===== src/rtl/bus_pkg.sv =====
// Shared types and constants for the bus_wait responder.
//   state_e    : responder FSM states (StPend only reachable with posted writes)
//   di_sel_e   : registered DI source select (slow read register or internal RAM)
//   FastTopDefault : default top address of the internal-RAM window
//   is_fast()  : window decode helper
package bus_pkg;

  typedef enum logic [1:0] {
    StIdle = 2'd0,
    StReq  = 2'd1,
    StPend = 2'd2
  } state_e;

  typedef enum logic {
    DiSlow = 1'b0,
    DiRam  = 1'b1
  } di_sel_e;

  // Zero page plus stack.
  localparam logic [15:0] FastTopDefault = 16'h01FF;

  function automatic logic is_fast(input logic [15:0] addr, input logic [15:0] top);
    return addr <= top;
  endfunction

endpackage


===== src/rtl/zp_ram.sv =====
// Single-port synchronous RAM, 2**AW x 8, for the zero-page/stack window.
// Ports:
//   clk   : clock
//   en    : access enable for this cycle
//   we    : 1 = write wdata at addr, 0 = read addr into rdata
//   addr  : word address
//   wdata : write data
//   rdata : registered read data; only updated by a read, so it holds otherwise
// Contents are not reset.
module zp_ram #(
  parameter int unsigned AW = 9
) (
  input  logic          clk,
  input  logic          en,
  input  logic          we,
  input  logic [AW-1:0] addr,
  input  logic [7:0]    wdata,
  output logic [7:0]    rdata
);

  logic [7:0] mem [2**AW];

  always_ff @(posedge clk) begin
    if (en) begin
      if (we) begin
        mem[addr] <= wdata;
      end else begin
        rdata <= mem[addr];
      end
    end
  end

endmodule


===== src/rtl/bus_wait.sv =====
// Memory-bus responder for a 65C02 core. Accesses at or below FAST_TOP hit an
// internal synchronous RAM with no wait states; everything else is forwarded to
// an external req/ack port while RDY is held low.
// Optional feature macro: BUS_WAIT_POSTED_WRITE_EN -- slow writes are posted into
// a one-entry buffer (RDY stays high) and drained in the background; a slow access
// arriving while the buffer drains waits in StPend.
// Ports:
//   clk, reset          : clock, synchronous active-high reset
//   AB, DO, WE          : CPU address, write data, write enable
//   DI, RDY             : read data to CPU, registered ready (1 = CPU advances)
//   mem_req, mem_we     : external request (held until ack), external write
//   mem_addr, mem_wdata : external address / write data, stable while mem_req
//   mem_ack, mem_rdata  : single-cycle completion strobe, read data valid with it
module bus_wait
  import bus_pkg::*;
#(
  parameter logic [15:0] FAST_TOP = FastTopDefault,
  parameter int unsigned FAST_AW  = 9  // 2**FAST_AW must exceed FAST_TOP
) (
  input  logic        clk,
  input  logic        reset,
  input  logic [15:0] AB,
  input  logic [7:0]  DO,
  input  logic        WE,
  output logic [7:0]  DI,
  output logic        RDY,
  output logic        mem_req,
  output logic        mem_we,
  output logic [15:0] mem_addr,
  output logic [7:0]  mem_wdata,
  input  logic        mem_ack,
  input  logic [7:0]  mem_rdata
);

  state_e      state_q, state_d;
  di_sel_e     sel_q, sel_d;
  logic        rdy_q, rdy_d;
  logic        mem_req_q, mem_req_d;
  logic        mem_we_q, mem_we_d;
  logic [15:0] mem_addr_q, mem_addr_d;
  logic [7:0]  mem_wdata_q, mem_wdata_d;
  logic [7:0]  slow_q, slow_d;
  logic [7:0]  ram_rdata;

  logic accept;
  logic fast;
  logic slow_accept;
  logic ram_en;

`ifdef BUS_WAIT_POSTED_WRITE_EN
  logic        pend_valid_q, pend_valid_d;
  logic        pend_we_q, pend_we_d;
  logic [15:0] pend_addr_q, pend_addr_d;
  logic [7:0]  pend_wdata_q, pend_wdata_d;
`endif

  // The core only advances while RDY is high, so RDY doubles as the accept qualifier.
  assign accept      = rdy_q;
  assign fast        = is_fast(AB, FAST_TOP);
  assign slow_accept = accept & ~fast;
  // Addresses above FAST_TOP never enable the RAM, so aliasing of the
  // truncated address is harmless.
  assign ram_en      = accept & fast & ~reset;

  zp_ram #(
    .AW(FAST_AW)
  ) u_zp_ram (
    .clk   (clk),
    .en    (ram_en),
    .we    (WE),
    .addr  (AB[FAST_AW-1:0]),
    .wdata (DO),
    .rdata (ram_rdata)
  );

  always_comb begin
    state_d     = state_q;
    sel_d       = sel_q;
    rdy_d       = rdy_q;
    mem_req_d   = mem_req_q;
    mem_we_d    = mem_we_q;
    mem_addr_d  = mem_addr_q;
    mem_wdata_d = mem_wdata_q;
    slow_d      = slow_q;
`ifdef BUS_WAIT_POSTED_WRITE_EN
    pend_valid_d = pend_valid_q;
    pend_we_d    = pend_we_q;
    pend_addr_d  = pend_addr_q;
    pend_wdata_d = pend_wdata_q;
`endif

    if (accept && fast && !WE) begin
      sel_d = DiRam;
    end

    unique case (state_q)
      StIdle: begin
        if (slow_accept) begin
          state_d     = StReq;
          mem_req_d   = 1'b1;
          mem_we_d    = WE;
          mem_addr_d  = AB;
          mem_wdata_d = DO;
`ifdef BUS_WAIT_POSTED_WRITE_EN
          rdy_d       = WE;  // posted write: core keeps running
`else
          rdy_d       = 1'b0;
`endif
        end
      end

      StReq: begin
        if (mem_ack) begin
          mem_req_d = 1'b0;
          if (!mem_we_q) begin
            slow_d = mem_rdata;
            sel_d  = DiSlow;
          end
`ifdef BUS_WAIT_POSTED_WRITE_EN
          if (pend_valid_q || slow_accept) begin
            // Next access waits one cycle so mem_req drops between transactions.
            state_d = StPend;
            rdy_d   = 1'b0;
            if (slow_accept) begin
              pend_valid_d = 1'b1;
              pend_we_d    = WE;
              pend_addr_d  = AB;
              pend_wdata_d = DO;
            end
          end else begin
            state_d = StIdle;
            rdy_d   = 1'b1;
          end
`else
          state_d = StIdle;
          rdy_d   = 1'b1;
`endif
        end
`ifdef BUS_WAIT_POSTED_WRITE_EN
        else if (slow_accept) begin
          // Buffer still draining: park the new access and stall the core.
          pend_valid_d = 1'b1;
          pend_we_d    = WE;
          pend_addr_d  = AB;
          pend_wdata_d = DO;
          rdy_d        = 1'b0;
        end
`endif
      end

      StPend: begin
`ifdef BUS_WAIT_POSTED_WRITE_EN
        // Parked access completes as an ordinary stalling slow access.
        state_d      = StReq;
        mem_req_d    = 1'b1;
        mem_we_d     = pend_we_q;
        mem_addr_d   = pend_addr_q;
        mem_wdata_d  = pend_wdata_q;
        pend_valid_d = 1'b0;
        rdy_d        = 1'b0;
`else
        state_d = StIdle;
        rdy_d   = 1'b1;
`endif
      end

      default: begin
        state_d   = StIdle;
        rdy_d     = 1'b1;
        mem_req_d = 1'b0;
      end
    endcase
  end

  always_ff @(posedge clk) begin
    if (reset) begin
      state_q     <= StIdle;
      sel_q       <= DiSlow;
      rdy_q       <= 1'b1;
      mem_req_q   <= 1'b0;
      mem_we_q    <= 1'b0;
      mem_addr_q  <= 16'h0000;
      mem_wdata_q <= 8'h00;
      slow_q      <= 8'h00;
    end else begin
      state_q     <= state_d;
      sel_q       <= sel_d;
      rdy_q       <= rdy_d;
      mem_req_q   <= mem_req_d;
      mem_we_q    <= mem_we_d;
      mem_addr_q  <= mem_addr_d;
      mem_wdata_q <= mem_wdata_d;
      slow_q      <= slow_d;
    end
  end

`ifdef BUS_WAIT_POSTED_WRITE_EN
  always_ff @(posedge clk) begin
    if (reset) begin
      pend_valid_q <= 1'b0;
      pend_we_q    <= 1'b0;
      pend_addr_q  <= 16'h0000;
      pend_wdata_q <= 8'h00;
    end else begin
      pend_valid_q <= pend_valid_d;
      pend_we_q    <= pend_we_d;
      pend_addr_q  <= pend_addr_d;
      pend_wdata_q <= pend_wdata_d;
    end
  end
`endif

  // Reset selects the slow register, which resets to 0, so DI resets to 0
  // without resetting the RAM output register.
  assign DI        = (sel_q == DiRam) ? ram_rdata : slow_q;
  assign RDY       = rdy_q;
  assign mem_req   = mem_req_q;
  assign mem_we    = mem_we_q;
  assign mem_addr  = mem_addr_q;
  assign mem_wdata = mem_wdata_q;

endmodule


===== config.mk =====
export PLATFORM = sky130hd
export DESIGN_NAME = bus_wait
export DESIGN_NICKNAME = d
export VERILOG_FILES = /design/src/rtl/bus_pkg.sv /design/src/rtl/zp_ram.sv /design/src/rtl/bus_wait.sv
export SDC_FILE = /design/constraint.sdc
export NUM_CORES = 2
export LEC_CHECK = 0
export CAP_MARGIN = 20
export CORE_ASPECT_RATIO = 1.75
export CORE_UTILIZATION = 50
export CTS_BUF_LIST = sky130_fd_sc_hd__clkbuf_8
export DETAILED_ROUTE_END_ITERATION = 10
export PLACE_DENSITY = 0.61
export SLEW_MARGIN = 5
export SYNTH_ARGS = -nofsm -noshare
export SYNTH_HDL_FRONTEND = slang
export SYNTH_SLANG_ARGS = --single-unit

===== constraint.sdc =====
create_clock -name clk -period 6.7 [get_ports clk]
set_clock_uncertainty 0.1 [all_clocks]
set_input_delay 1.675 -clock clk [delete_from_list [all_inputs] [get_ports clk]]
set_output_delay 1.675 -clock clk [all_outputs]
set_load 0.01 [all_outputs]

# Yosys cells after proc, flatten, opt, wreduce, memory -nomap -nowiden
# Memory sizes are Yosys's and may differ from the RTL's. A register that Yosys moved wholly into a read port is not among the register bits.
# Cells that the tools add are included.
totals:
  reg_bits: 38
  mem_count: 1
  out_inout_bits: 35
  in_bits: 36
  elab_cells: 48
  ramBits: 4096
memory_table:
  columns: ["name", "depth", "word_bits", "rd", "rd_clocked_by_memory_dff", "write_ports", "line", "rtl"]
  rows:
  - ["u_zp_ram.mem", 512, 8, 1, 1, 1, "zp_ram.sv:21", "logic [7:0] mem [2**AW];"]
op_classes:
  n_reduce_logical: 9
  magnitude_cmp: 1
  muxes: 17
  eq_ne: 4
  n_bitwise: 8
ops:
  columns: ["op", "n"]
  rows:
  - ["less-or-equal comparator 16 x 9 -> 1 bit (second input constant)", 1]
  - ["2-to-1 mux 1 bit", 11]
  - ["2-to-1 mux 8 bit", 1]
  - ["AND reduction 2 bit", 3]
  - ["AND reduction 3 bit", 2]
  - ["NOT 1 bit", 5]
  - ["2-to-1 mux 2 bit", 2]
  - ["!= test 2 bit (second input constant)", 2]
  - ["case mux 2 bit (2 select lines)", 1]
  - ["AND 1 bit", 3]
  - ["case mux 1 bit (3 select lines)", 1]
  - ["equality test 2 x 1 -> 1 bit (second input constant)", 1]
  - ["equality test 2 bit (second input constant)", 1]
  - ["logical AND 1 bit", 2]
  - ["logical NOT 2 bit", 1]
  - ["case mux 1 bit (2 select lines)", 1]
  - ["logical NOT 1 bit", 1]

# Longest topological paths before layout
logic_depth:
  depth_word: 7
  ltp_mapped: 15

# By module
# Synthesis repeated with hierarchy kept, for this count alone.
hier_totals:
  cells_unflattened: 7695
  hier_area_um2: 160765.4
by_module_without_submodules:
  columns: ["mod", "area_per_inst_um2", "instances", "cells_each"]
  rows:
  - ["zp_ram", 159231.5, 1, 7539]
  - ["bus_wait", 1534.0, 1, 156]

# Least setup slack after synthesis
# No wires, ideal clock.
synth_timing:
  path_type: "input -> register"
  from: "in AB[0]"
  to: "mem u_zp_ram.mem[103][0], enable pin"
  stages: 13
  arrival_time_ns: 4.278
  slack_ns: 1.951
  setup_time_ns: 0.370
  cell_sequence: "buf_6 -> buf_6 -> buf_6 -> buf_4 -> buf_4 -> buf_6 -> buf_4 -> buf_4 -> buf_2 -> and2b_1 -> nand3_1 -> buf_2 -> nor2_1"
synth_via:
  elab_chain_cells: 5
synth_lines:
  columns: ["item", "line", "rtl"]
  rows:
  - ["start: declaration", "bus_wait.sv:22", "input logic [15:0] AB,"]
  - ["less-or-equal comparator 16 x 9 -> 1 bit", "bus_pkg.sv:23", "return addr <= top;"]
  - ["AND 1 bit (2 in series)", "bus_wait.sv:63", "assign ram_en = accept & fast & ~reset;"]
  - ["2-to-1 mux 1 bit", "zp_ram.sv:24", "if (en) begin"]
  - ["2-to-1 mux 1 bit (not written as such)", "zp_ram.sv:26", "mem[addr] <= wdata;"]
  - ["end: declaration", "zp_ram.sv:21", null]
# Several ways; a longest one is shown, not always the timed one.

# Worst setup path after layout
layout_timing:
  from: "in AB[8]"
  to: "reg u_zp_ram.rdata[2], read port of u_zp_ram.mem, data pin"
layout_via:
  elab_chain_cells: 4
layout_lines:
  columns: ["item", "line", "rtl"]
  rows:
  - ["less-or-equal comparator 16 x 9 -> 1 bit", "bus_pkg.sv:23", null]
  - ["AND 1 bit (2 in series)", "bus_wait.sv:63", null]
  - ["AND reduction 2 bit (no source line)", null, null]
  - ["end: declaration", "zp_ram.sv:18", "output logic [7:0] rdata"]
# Several ways; a longest one is shown, not always the timed one.
# A chain may end at the register's enable or synchronous reset.

==> results_dict.tcl <==
set metrics [dict create \
    hpwlAfterDp_um 316000 \
    async_flop_share 0 \
    hold_path.startpoint "slow_q[7]" \
    area_growth_pct 11.5 \
    finalInstanceArea_um2 179000 \
    grt_pass1_wl_um 672000 \
    cp-start-kind "input pin" \
    die_w_um 430 \
    place_area_um2 168000 \
    cp_max_fo 16 \
    cts_hold_buffers 0 \
    grt_max_degree 218 \
    p_leak_nw 56.3 \
    ys_types 69 \
    final_cells 12900 \
    hold_depth 2 \
    coreArea_um2 318000 \
    totalWireLength_um 485000 \
    hold_viol_final 0 \
    root_buffer "clkbuf_8" \
    finalPower_mw 49.8 \
    portBuffers 70 \
    antenna_found_initial 34 \
    avgSynthCellArea_um2 20.7 \
    fin_crit_sh 0.906 \
    n_fill_cell 23700 \
    start_util 0.503 \
    synth_edf_count 4104 \
    syn-num-nets 7783 \
    gr-usage-all-layers 0.300 \
    numCtsBuffers 581 \
    place_congestion 0.939 \
    die_area_um2 323000 \
    synth_seq_area_share 0.774 \
    cts_setup_buffers 0 \
    drtIter0Drc 9155 \
    avgViaCountPerCell 6.44 \
    syn_inst 7747 \
    tightestPinTransition_ns 1.38 \
    grt_overflow 0 \
    pre_cts_slack_ns -0.405 \
    reg2reg_depth 7 \
    yosys_warnings 0 \
    die_h_um 751 \
    timing.rr.end "u_zp_ram.rdata[2]" \
    ys.flop_type "edfxtp_1" \
    r2r-start "u_zp_ram.mem[367][2]" \
    vdd_drop_max_v 0.000183 \
    fin_crit_ns 6.07 \
    io_pins 71 \
    clk_pin_slew_worst_paths_ns 0.06 \
    max_cap_viol_count 0 \
    grt_setup_unrepaired "false" \
    num_vias 83400 \
    drive_above_1_share 0.244 \
    cts_resized 0 \
    max_freq_mhz 165 \
    syn_area_um2 160000 \
    clkSinkCount 4140 \
    rows 274 \
    hold_path.class "reg -> reg" \
    grt_pass1_vias 85800 \
    insertion_delay_ns 1.16 \
    p_per_area_nw_per_um2 279 \
    rrSetupSlack_ns 1.81 \
    min_to "slow_q[7]" \
    post_drt_wl_per_cell_um 37.5 \
    setup_viol 0 \
    synth_seq_cells 4140 \
    critPathKind "in -> reg" \
    layout.nets 8371 \
    dr.pass1.iters 6 \
    numPlacedInstances 11900 \
    setup_ws_ns 0.627 \
    ant_nets 0 \
    finalMaxSlewViolations 0 \
    status "finished, final reports clean" \
    drcViolationCount 0 \
    relSlewSlack 0.0742 \
    cp.arrival_ns 6.74 \
    clk_path_buf_depth 4 \
    htreeDepth 6 \
    end_kind "register" \
    cts_tree "done" \
    crit_required_ns 7.37 \
]
==> final cells by class <==
cell class,count,area [µm²],area share
repair buffers,495,4740,0.0265
diodes,47,118,0.000658
clock buffers,602,8290,0.0464
multi-input cells,3115,34000,0.191
flip-flops and latches,4140,124000,0.694
inverters,2,12.5,0.0000700
well taps,4140,5180,0.0290
clock inverters,404,2290,0.0128
==> worst max path at each step <==
stage	startpoint	end	slack, ns
2_1_floorplan	AB[0]	u_zp_ram.mem[103][0]	1.95
3_3_place_gp	AB[0]	u_zp_ram.rdata[3]	-0.67
3_5_place_dp	AB[0]	u_zp_ram.rdata[3]	-0.40
4_1_cts	AB[0]	u_zp_ram.rdata[3]	0.76
5_1_grt	AB[0]	u_zp_ram.rdata[3]	0.72
6_report	AB[8]	u_zp_ram.rdata[2]	0.63
==> cells by family after synthesis <==
kind of cell	synth area share
DFF	0.774
and+or+nand+nor	0.0328
AOI/OAI and AO/OA	0.0289
buffers and inverters	0.0157
muxes	0.149
==> worst max-delay path: stages <==
cell             delay, ns
clkdlybuf4s50_1       0.88
and3b_2               0.60
nand2b_1              0.70
o22ai_1               0.14
or4_1                 0.62
or4_1                 0.81
nor4_1                1.10
nand4_1               0.17
==> cell usage in the layout, fill, tap and decap left out, types with 13 or more instances in the layout <==
cell,count
edfxtp_1,4104
mux4_2,863
clkbuf_8,602
nor2_1,583
buf_4,358
mux2i_1,347
nand2_1,205
a22oi_1,166
inv_1,159
clkinv_1,141
nand3_1,116
o22ai_1,104
a21oi_1,99
nand4_1,80
mux2_2,68
buf_12,64
clkdlybuf4s50_1,56
clkinv_2,53
a221oi_1,48
diode_2,47
a31oi_1,46
dfxtp_1,36
o21ai_0,36
a22o_1,34
nor3_1,28
and3_1,25
bufinv_16,22
nor4_1,21
a32oi_1,19
clkinvlp_4,17
o221ai_1,16
a211oi_1,13
==> state kept, by name (all words and copies together), names as in the netlist <==
register and count:
u_zp_ram.mem 4096, mem_addr 16, mem_wdata 8, slow_q 8
u_zp_ram.rdata 8, RDY 1, mem_we 1, sel_q 1
state_q 1
==> through the flow <==
stage / setup TNS [ns] / util / hold slack (ns)
final: 0 / 0.561 / 0.354
after detailed placement: -0.512 / 0.527 / 0.345
after global routing: 0 / 0.561 / 0.377
after floorplan: 0 / - / 0.334
after global placement: -0.930 / 0.527 / 0.343
after CTS: 0 / 0.560 / 0.354
==> Yosys cell counts, types with 13 or more instances <==
master	n	area, µm²
mux4_2	863	19400
nand3_1	122	611
nor2_1	588	2210
a21oi_1	99	495
and3_1	26	163
buf_2	84	420
o221ai_1	16	140
a22o_1	34	298
nor4_1	21	131
nand2_1	214	803
clkbuf_1	270	1010
o22ai_1	104	651
buf_1	32	120
a22oi_1	166	1250
a221oi_1	48	420
a31oi_1	46	288
dfxtp_1	36	721
a32oi_1	19	166
buf_4	69	518
o21ai_0	37	185
a211oi_1	13	97.6
edfxtp_1	4104	123000
nand4_1	80	500
mux2i_1	347	3470
nor3_1	34	170
buf_6	30	338
mux2_2	68	766
==> report_power, final <==
group | total, mW | switching, mW | internal [mW]
clock network | 18.7 | 9.48 | 9.18
registers | 28.5 | 0.00878 | 28.5
logic | 2.65 | 1.80 | 0.843
total | 49.8 | 11.3 | 38.5
==> metal layers <==
layer | wire [µm] | part of all wire | global-route usage | vias up
li1 | - | - | - | 33500
met3 | 34100 | 0.070 | 0.0537 | 1234
met2 | 249000 | 0.51 | 0.517 | 4338
met5 | 65 | 0.00013 | 0 | -
met4 | 40900 | 0.084 | 0.219 | 10
met1 | 161000 | 0.33 | 0.335 | 44300
(Power assumes the default switching activity.)
